<file path="config.mk">
export PLATFORM = sky130hd
export DESIGN_NAME = uart_rx
export DESIGN_NICKNAME = d
export VERILOG_FILES = /design/src/rtl/uart_rx.sv
export SDC_FILE = /design/constraint.sdc
export NUM_CORES = 1
export LEC_CHECK = 0
export ABC_AREA = 1
export BUFFER_PORTS_ARGS = -buffer_cell sky130_fd_sc_hd__buf_4
export CORE_ASPECT_RATIO = 1.2
export CORE_MARGIN = 4
export CORE_UTILIZATION = 27
export DETAILED_ROUTE_END_ITERATION = 6
export GPL_TIMING_DRIVEN = 0
export PLACE_DENSITY_LB_ADDON = 0.1
export SLEW_MARGIN = 20
export SYNTH_ARGS = -nofsm -noshare
export SYNTH_HDL_FRONTEND = slang
export SYNTH_SLANG_ARGS = --single-unit
</file>
<file path="constraint.sdc">
create_clock -name clk -period 2.3 [get_ports clk]
set_input_delay 0.23 -clock clk [delete_from_list [all_inputs] [get_ports clk]]
set_output_delay 0.23 -clock clk [all_outputs]
set_load 0.02 [all_outputs]
</file>
<file path="src/rtl/uart_rx.sv">
// 8E1 UART receiver with oversampled bit timing, 2-flop input synchronizer,
// break handling and a small receive FIFO with a registered head byte.
module uart_rx #(
    parameter int OVERSAMPLE = 16,
    parameter int FIFO_DEPTH = 4
) (
    input  logic       clk,
    input  logic       rst,
    input  logic       rx,
    input  logic       ready,
    output logic [7:0] data,
    output logic       valid,
    output logic       parity_err,
    output logic       frame_err,
    output logic       overrun,
    output logic       busy
);

    localparam int CW   = $clog2(OVERSAMPLE);
    localparam int AW   = $clog2(FIFO_DEPTH);
    localparam int CNTW = AW + 1;
    localparam logic [CW-1:0]   CNT_LAST = CW'(OVERSAMPLE - 1);
    localparam logic [CW-1:0]   CNT_MID  = CW'(OVERSAMPLE / 2 - 1);
    localparam logic [CNTW-1:0] CNT_FULL = CNTW'(FIFO_DEPTH);

    typedef enum logic [2:0] {
        ST_IDLE   = 3'd0,
        ST_START  = 3'd1,
        ST_DATA   = 3'd2,
        ST_PARITY = 3'd3,
        ST_STOP   = 3'd4,
        ST_BREAK  = 3'd5
    } state_t;

    // Even parity: data bits plus parity bit must XOR to zero.
    function automatic logic parity_mismatch(input logic [7:0] d, input logic p);
        return ^{d, p};
    endfunction

    logic            rx_meta_r;
    logic            rxs_r;
    state_t          state_r;
    state_t          state_next_s;
    logic [CW-1:0]   cnt_r;
    logic [CW-1:0]   cnt_next_s;
    logic [2:0]      idx_r;
    logic [2:0]      idx_next_s;
    logic [7:0]      shift_r;
    logic [7:0]      shift_next_s;
    logic            par_bit_r;
    logic            par_bit_next_s;
    logic            push_s;
    logic            perr_s;
    logic            ferr_s;

    logic [7:0]      mem_r [FIFO_DEPTH];
    logic [AW-1:0]   wr_ptr_r;
    logic [AW-1:0]   rd_ptr_r;
    logic [CNTW-1:0] count_r;
    logic [CNTW-1:0] count_next_s;
    logic            full_s;
    logic            pop_s;
    logic            do_push_s;
    logic            ovr_s;
    logic [7:0]      data_next_s;

    logic [7:0]      data_r;
    logic            valid_r;
    logic            parity_err_r;
    logic            frame_err_r;
    logic            overrun_r;
    logic            busy_r;

    // Receiver next-state, bit sampling and frame verdict.
    always_comb begin
        state_next_s   = state_r;
        cnt_next_s     = (cnt_r == CNT_LAST) ? '0 : cnt_r + CW'(1);
        idx_next_s     = idx_r;
        shift_next_s   = shift_r;
        par_bit_next_s = par_bit_r;
        push_s         = 1'b0;
        perr_s         = 1'b0;
        ferr_s         = 1'b0;
        case (state_r)
            ST_IDLE: begin
                cnt_next_s = '0;
                if (!rxs_r) begin
                    state_next_s = ST_START;
                end else begin
                    state_next_s = ST_IDLE;
                end
            end
            ST_START: begin
                if (cnt_r == CNT_MID) begin
                    cnt_next_s = '0;
                    idx_next_s = 3'd0;
                    state_next_s = rxs_r ? ST_IDLE : ST_DATA;
                end else begin
                    state_next_s = ST_START;
                end
            end
            ST_DATA: begin
                if (cnt_r == CNT_LAST) begin
                    shift_next_s[idx_r] = rxs_r;
                    if (idx_r == 3'd7) begin
                        state_next_s = ST_PARITY;
                    end else begin
                        idx_next_s = idx_r + 3'd1;
                    end
                end else begin
                    state_next_s = ST_DATA;
                end
            end
            ST_PARITY: begin
                if (cnt_r == CNT_LAST) begin
                    par_bit_next_s = rxs_r;
                    state_next_s   = ST_STOP;
                end else begin
                    state_next_s = ST_PARITY;
                end
            end
            ST_STOP: begin
                // Leaving at mid stop bit lets the next start edge be caught without a gap.
                if (cnt_r == CNT_LAST) begin
                    if (!rxs_r) begin
                        ferr_s       = 1'b1;
                        state_next_s = ST_BREAK;
                    end else if (parity_mismatch(shift_r, par_bit_r)) begin
                        perr_s       = 1'b1;
                        state_next_s = ST_IDLE;
                    end else begin
                        push_s       = 1'b1;
                        state_next_s = ST_IDLE;
                    end
                end else begin
                    state_next_s = ST_STOP;
                end
            end
            ST_BREAK: begin
                cnt_next_s = '0;
                if (rxs_r) begin
                    state_next_s = ST_IDLE;
                end else begin
                    state_next_s = ST_BREAK;
                end
            end
            default: begin
                state_next_s = ST_IDLE;
                cnt_next_s   = '0;
            end
        endcase
    end

    // FIFO control and next head byte.
    always_comb begin
        full_s      = (count_r == CNT_FULL);
        pop_s       = valid_r & ready;
        do_push_s   = push_s & (~full_s | pop_s);
        ovr_s       = push_s & full_s & ~pop_s;
        data_next_s = data_r;
        case ({do_push_s, pop_s})
            2'b10:   count_next_s = count_r + CNTW'(1);
            2'b01:   count_next_s = count_r - CNTW'(1);
            default: count_next_s = count_r;
        endcase
        if (pop_s) begin
            if (count_r > CNTW'(1)) begin
                data_next_s = mem_r[rd_ptr_r + AW'(1)];
            end else if (do_push_s) begin
                data_next_s = shift_r;
            end else begin
                data_next_s = data_r;
            end
        end else if (do_push_s && (count_r == '0)) begin
            data_next_s = shift_r;
        end else begin
            data_next_s = data_r;
        end
    end

    // Synchronizer, receiver state and FIFO storage.
    always_ff @(posedge clk) begin
        if (rst) begin
            rx_meta_r    <= 1'b1;
            rxs_r        <= 1'b1;
            state_r      <= ST_IDLE;
            cnt_r        <= '0;
            idx_r        <= 3'd0;
            shift_r      <= 8'h00;
            par_bit_r    <= 1'b0;
            wr_ptr_r     <= '0;
            rd_ptr_r     <= '0;
            count_r      <= '0;
            data_r       <= 8'h00;
            valid_r      <= 1'b0;
            parity_err_r <= 1'b0;
            frame_err_r  <= 1'b0;
            overrun_r    <= 1'b0;
            busy_r       <= 1'b0;
            for (int i = 0; i < FIFO_DEPTH; i++) begin
                mem_r[i] <= 8'h00;
            end
        end else begin
            rx_meta_r    <= rx;
            rxs_r        <= rx_meta_r;
            state_r      <= state_next_s;
            cnt_r        <= cnt_next_s;
            idx_r        <= idx_next_s;
            shift_r      <= shift_next_s;
            par_bit_r    <= par_bit_next_s;
            count_r      <= count_next_s;
            data_r       <= data_next_s;
            valid_r      <= (count_next_s != '0);
            parity_err_r <= perr_s;
            frame_err_r  <= ferr_s;
            overrun_r    <= ovr_s;
            busy_r       <= (state_next_s != ST_IDLE);
            if (do_push_s) begin
                mem_r[wr_ptr_r] <= shift_r;
                wr_ptr_r        <= wr_ptr_r + AW'(1);
            end
            if (pop_s) begin
                rd_ptr_r <= rd_ptr_r + AW'(1);
            end
        end
    end

    assign data       = data_r;
    assign valid      = valid_r;
    assign parity_err = parity_err_r;
    assign frame_err  = frame_err_r;
    assign overrun    = overrun_r;
    assign busy       = busy_r;

endmodule

</file>
==> results.md, run 1 <==
- Hold Path End: rx_meta_r
- Vias in the first global route: approximately 2900
- Setup ws final: 123.5 ps
- Io pins: 17
- Final Setup Violations: 0
- Design internal power: approximately 2.5 mW
- Routed wire per std cell: about 15 µm
- Syn Nets: between 400 and 500
- Setup Total Neg Slack: 0 ps
- Vias: 2979
- Initial antenna violation count: 0
- Placed Cells: 625
- TritonRoute pass-1 iters: 5
- # H-tree levels: 3
- Most common cell in the netlist: nand2_1
- Outcome: finished clean
- EDFF count, synth: 32
- DR vias/cell: 4.583
- Finished Core Util: 34.46%
- Clock Power Share: between 40% and 50%
- Seq pwr share: roughly two fifths
- Remaining Overflow, GRT: 0
- Ys async rst share: 0%
- DIE HEIGHT: 134.8 µm
- Design area: 4542 µm²
- Register bit total from synthesis: 73
- Distinct cells, synth: 42
- Max Clk Rate: 459.4 MHz
- Worst Skew: 8.435 ps
- Final cell count without fillers: 650
- Crit-path most repeated cell: inv_2
- Worst slew pin tran: 1041 ps
- Clock Tree Root: clkbuf_16
- Ant. Diodes: 0
- Core Area: 13180 µm²
- Area grow syn2layout: 25.61%
- Crit Path Max Fanout: 8
- Sequential share of the synthesized area: 49.27%
- Reg2reg setup slack: 120 ps
- Reg-to-reg endpoint: mem_r[3][7]
- Critical path's top delay family: simple AND/OR/NAND/NOR gates
- Gpl congestion: 0.8344
- Cell accounting for the most synthesized area: edfxtp_1
- Fin crit period: 2177 ps
- Final slew viol count: 0
- Tot GR Track Use: approximately an eighth
- Die Wd: 113.6 µm
- Final net count: a little under 500
- Final Power: between 3 and 4 mW
- CP Class: reg2reg
- DR iter-0 viols: 130
- Main synth FF type: dfxtp_1
- Net Switching: between 0.9 and 1 mW
- Slowest CP cell: dfxtp_2
- Clk sinks: 73
- Crit path cell chain: ha_4, nand2_4, nor2_4, inv_2, nor3_4, inv_2, nor2_4, nand2_1, inv_2, nand2_1, o21ai_4, buf_12
- Top cell type's share of synthesized area: 26.57%
- TritonCTS Buffers: 9
- Hold WC Path Type: in2reg
- Relative slew slack: between 30% and 40%
- Final hold vios: 0
- R2R cell count: 12
- CTS Buffer Depth: 2
- Hold path depth: 2
- Antenna Nets Post-Route: 0
- Worst Path Arrival: 2230 ps
- Top post-synthesis cells by area: edfxtp_1 27%, dfxtp_1 23%, nand2_1 9.7%, nor2_1 7.7%, inv_1 4.2%
- Hold Buf Count CTS: 0
- Hold path startpoint: rx
- Skew-Pair Late Insertion Delay: 340 ps
- Starting Density: 27.43%
- Die footprint: 15320 µm²
- Sw Share: between 20 and 30%
- Worst path required time: 2350 ps
- Pleak: 1.783 nW
- Synthesized area: approximately 3600 µm²
- Final period util: 94.63%
- HPWL after DPL: 6909 µm
- Comb power frac: 14.0%
- Largest net degree at the start of global routing: 15
- Final hold slack: slightly below 80 ps
- Yosys warns: 0
- Max-cap viol count: 0
- FP Rows: 46
- Type of origin of the critical path: register
- Reg-to-Reg Start: cnt_r[0]
- CP endpoint kind: register
- Buf+Inv Stages, Crit Path: 4
- Cell Pwr Density: 764.6 nW/µm²
- Peak VDD IR: 0.3104 mV
- First-pass GRT wire length: between 15000 and 20000 µm
- Share of post-route cells with drive strength above 1: approximately 20%
- Synth Instances: 441
- Port Buf Inserts: 16
- Clk slew on worst S/H paths: 60 ps
- Drt total wl: between 9000 and 10000 µm
- Mapped Avg Cell Area: 8.199 µm²
- Dpl ws: -513.0 ps
- Synth top cells by count: 93 x nand2_1, 74 x nor2_1, 41 x dfxtp_1
- Placed Area: 3946 µm²
- Crit-path max cell delay: 370 ps
- CTS tree: done
- DRC: 0
## worst register-to-register path, cell delays in order (launching register included)
cell and delay [ps]:
dfxtp_2 370, ha_4 160, nand2_4 60, nor2_4 100, inv_2 70, nor3_4 240
inv_2 100, nor2_4 130, nand2_1 100, inv_2 110, nand2_1 110, o21ai_4 200
buf_12 150
## flip-flops by register name (all words and copies together), names as in the netlist
register	count
busy	1
cnt_r	4
count_r	3
data	8
frame_err	1
idx_r	3
mem_r	32
overrun	1
par_bit_r	1
parity_err	1
rd_ptr_r	2
rx_meta_r	1
rxs_r	1
shift_r	8
state_r	3
valid	1
wr_ptr_r	2
## kinds of logic (layout without fill, tap and decap cells)
kind of cell | Yosys count | in the layout | synth area share [%]
simple gates | 226 | 226 | 29.13
flops | 73 | 73 | 49.27
compound gates | 70 | 70 | 11.25
buf+inv | 61 | 102 | 6.920
fa+ha+maj | 7 | 7 | 2.422
xor+xnor | 3 | 3 | 0.7268
mux | 1 | 1 | 0.2768
## layout make-up
type	count	area [µm²]
Timing Repair Buffer	25	225.2
Inverter	52	210.2
Fill cell	1386	8638
Sequential cell	73	1792
Buffer	9	55.05
Clock buffer	9	225.2
Clock inverter	7	100.1
Tap cell	168	210.2
Multi-Input combinational cell	307	1724
## power by group through the flow
stage               Sequential [mW]  Combinational, mW  Clock [mW]
floorplan                      1.47              0.321           0
global placement               1.46              0.466           0
detailed placement             1.46              0.471           0
CTS                            1.43              0.482        1.59
global route                   1.44              0.545        1.64
finish                         1.43              0.488        1.55
## timing repair
action	CTS	global route
setup endpoints to repair	33	56
setup buffers	2	7
gates resized for setup	11	29
hold endpoints to repair	0	0
pin swaps	3	5
## cell usage in the layout, fill, tap and decap left out, drive strengths merged, types with 7 or more instances in the layout
cell	instances
nand4	10
o21ai	25
nor3	7
buf	28
inv	55
dfxtp	41
nand2	101
a21oi	26
ha	7
nand3	21
edfxtp	32
nor2	81
clkbuf	13
## routing by layer
layer / vias to the layer above / part of all wire, % / global-route usage, %
met5: - / 0 / 0
met4: 0 / 1.3 / 4.476
met3: 11 / 2.1 / 2.196
met2: 28 / 53 / 23.28
met1: 1399 / 43 / 15.68
li1: 1541 / - / -
## how the worst max path moves through the flow
stage / start / end / slack (ps) / cells after the start
2_1_floorplan: cnt_r[0] / mem_r[3][0] / 40 / 11
3_3_place_gp: cnt_r[0] / mem_r[3][5] / -460 / 11
3_5_place_dp: cnt_r[0] / mem_r[3][4] / -510 / 11
4_1_cts: shift_r[3] / mem_r[3][7] / 20 / 14
5_1_grt: cnt_r[0] / mem_r[3][0] / -9 / 12
6_report: cnt_r[0] / mem_r[3][7] / 120 / 12
No activity file was read; power rests on OpenSTA's default activity.
==> run 2, diff against run 1 <==
--- a/config.mk
+++ b/config.mk
@@ -9,7 +9,7 @@
 export BUFFER_PORTS_ARGS = -buffer_cell sky130_fd_sc_hd__buf_4
 export CORE_ASPECT_RATIO = 1.2
 export CORE_MARGIN = 4
-export CORE_UTILIZATION = 27
+export CORE_UTILIZATION = 35
 export DETAILED_ROUTE_END_ITERATION = 6
 export GPL_TIMING_DRIVEN = 0
 export PLACE_DENSITY_LB_ADDON = 0.1
==> results.md, run 2 (synthesized netlist as in run 1, its figures left out) <==
- Most common cell after layout, fill and taps aside: nand2_1
- Final net count: between 400 and 500
- Fin crit period: between 2000 and 2500 ps
- Dpl ws: -400.9 ps
- Peak VDD IR: 0.3693 mV
- Tot GR Track Use: 15.31%
- Finished Core Util: 43.28%
- Final period util: 93.25%
- CTS Buffer Depth: 2
- Drt total wl: ~8500 µm
- HPWL after DPL: 6318 µm
- Clock Tree Root: clkbuf_16
- TritonCTS Buffers: 9
- Most frequent cells in the layout: 90 x nand2_1, 73 x nor2_1, 39 x inv_1, 39 x dfxtp_1, 32 x edfxtp_1
- Outcome: finished clean
- CTS tree: done
- Final hold slack: 77.89 ps
- Fillers: approximately 1000
- Slowest CP cell: dfxtp_1
- Clk slew on worst S/H paths: about 50 ps
- Pleak: 1.737 nW
- # H-tree levels: 3
- Gpl congestion: ~0.85
- Starting Density: 35.95%
- Crit-path most repeated cell: inv_2
- Skew-Pair Late Insertion Delay: 340 ps
- Worst Path Arrival: approximately 2200 ps
- Ant. Diodes: 0
- Type of origin of the critical path: register
- Setup ws final: ~160 ps
- Area grow syn2layout: 20.42%
- Initial antenna violation count: 0
- Largest net degree at the start of global routing: 13
- Core Area: 10060 µm²
- Max Clk Rate: 466.3 MHz
- Die footprint: between 10000 and 15000 µm²
- Worst path required time: approximately 2400 ps
- Crit-path max cell delay: 350 ps
- Die Wd: 100.8 µm
- Remaining Overflow, GRT: 0
- FP Rows: 40
- Final hold vios: 0
- Final slew viol count: 0
- First-pass GRT wire length: 14170 µm
- Worst Skew: between 6 and 7 ps
- Routed wire per std cell: 14.06 µm
- Final cell count without fillers: 607
- CP Class: reg2reg
- Worst slew pin tran: 946.6 ps
- Cell Pwr Density: 773.9 nW/µm²
- Largest register FFs: 32
- CP endpoint kind: register
- Sequential cell area: between 1500 and 2000 µm²
- RSZ-0062 raised after global routing: false
- Final Setup Violations: 0
- Crit path cell chain: ha_2, nand2_2, nor2_4, inv_2, nor3_4, inv_2, nor2_4, nand2_1, inv_2, nand2_1, o21ai_4, buf_12
- Largest register by flop count: mem_r
- TritonRoute pass-1 iters: 4
- Clk sinks: 73
- DRC: 0
- Vias in the first global route: ~3000
- Critical path's top delay family: simple AND/OR/NAND/NOR gates
- Io pins: 17
- Relative slew slack: roughly 37%
- Placed Area: 3894 µm²
- Max-cap viol count: 0
- Port Buf Inserts: 16
- Buf+Inv Stages, Crit Path: 4
- DIE HEIGHT: 119.3 µm
- Placed Cells: approximately 580
- Hold WC Path Type: in2reg
- DR iter-0 viols: between 100 and 150
- Multi-input logic area: 1654 µm²
- Design area: 4354 µm²
- Crit Path Max Fanout: 9
- Antenna Nets Post-Route: 0
- DR vias/cell: 4.903
- Share of post-route cells with drive strength above 1: a little under a fifth
- Vias: 2976
-- run 2: changes by cell type in the layout (fill, tap and decap cells not counted), moves of 2 or more --
cell      previous run  this run
buf_12               3         1
clkinv_1             0         2
inv_6                3         0
inv_2                7        11
dfxtp_2              8         2
inv_4                6         2
nand2_8              6         2
dfxtp_1             33        39
nand2_2              2         4
-- run 2: where the power goes --
part	leakage, nW	internal (mW)	switching, mW
Sequential	0.645	1.41	0.0255
Clock	0.150	0.937	0.528
Combinational	0.941	0.149	0.323
Total	1.74	2.49	0.877
-- run 2: layout make-up --
type                            instances  area share [%]
Buffer                                  9           1.264
Clock buffer                            9           5.172
Clock inverter                          7           1.954
Inverter                               52           4.598
Multi-Input combinational cell        307           37.99
Sequential cell                        73           40.98
Tap cell                              126           3.621
Timing Repair Buffer                   24           4.425
-- run 2: path summary, 6_finish.rpt --
path	start	endpoint	slack, ps	cells after the start
hold reg to reg	rx_meta_r	rxs_r	420	1
hold / removal	rx	rx_meta_r	80	2
setup / recovery	cnt_r[0]	mem_r[3][1]	160	12
setup reg to reg	cnt_r[0]	mem_r[3][1]	160	12
-- run 2: repair_timing --
action                     CTS  global route
hold buffers                 0             0
setup endpoints to repair   33            34
pin swaps                    2             1
resized for setup           10             9
setup buffers                2             6
-- run 2: per-layer routing --
| metal | track usage, % | vias up | part of all wire (%) |
|---|---|---|---|
| li1 | - | 1542 | - |
| met1 | 17.82 | 1371 | 41 |
| met2 | 26.89 | 48 | 53 |
| met3 | 2.460 | 15 | 3.3 |
| met4 | 7.161 | 0 | 2.4 |
| met5 | 0 | - | 0 |
-- run 2: through the flow --
stage	setup TNS [ps]	power, mW
2_1_floorplan	0	1.788
3_3_place_gp	-8903	1.916
3_5_place_dp	-9455	1.923
4_1_cts	0	3.409
5_1_grt	0	3.530
6_report	0	3.370
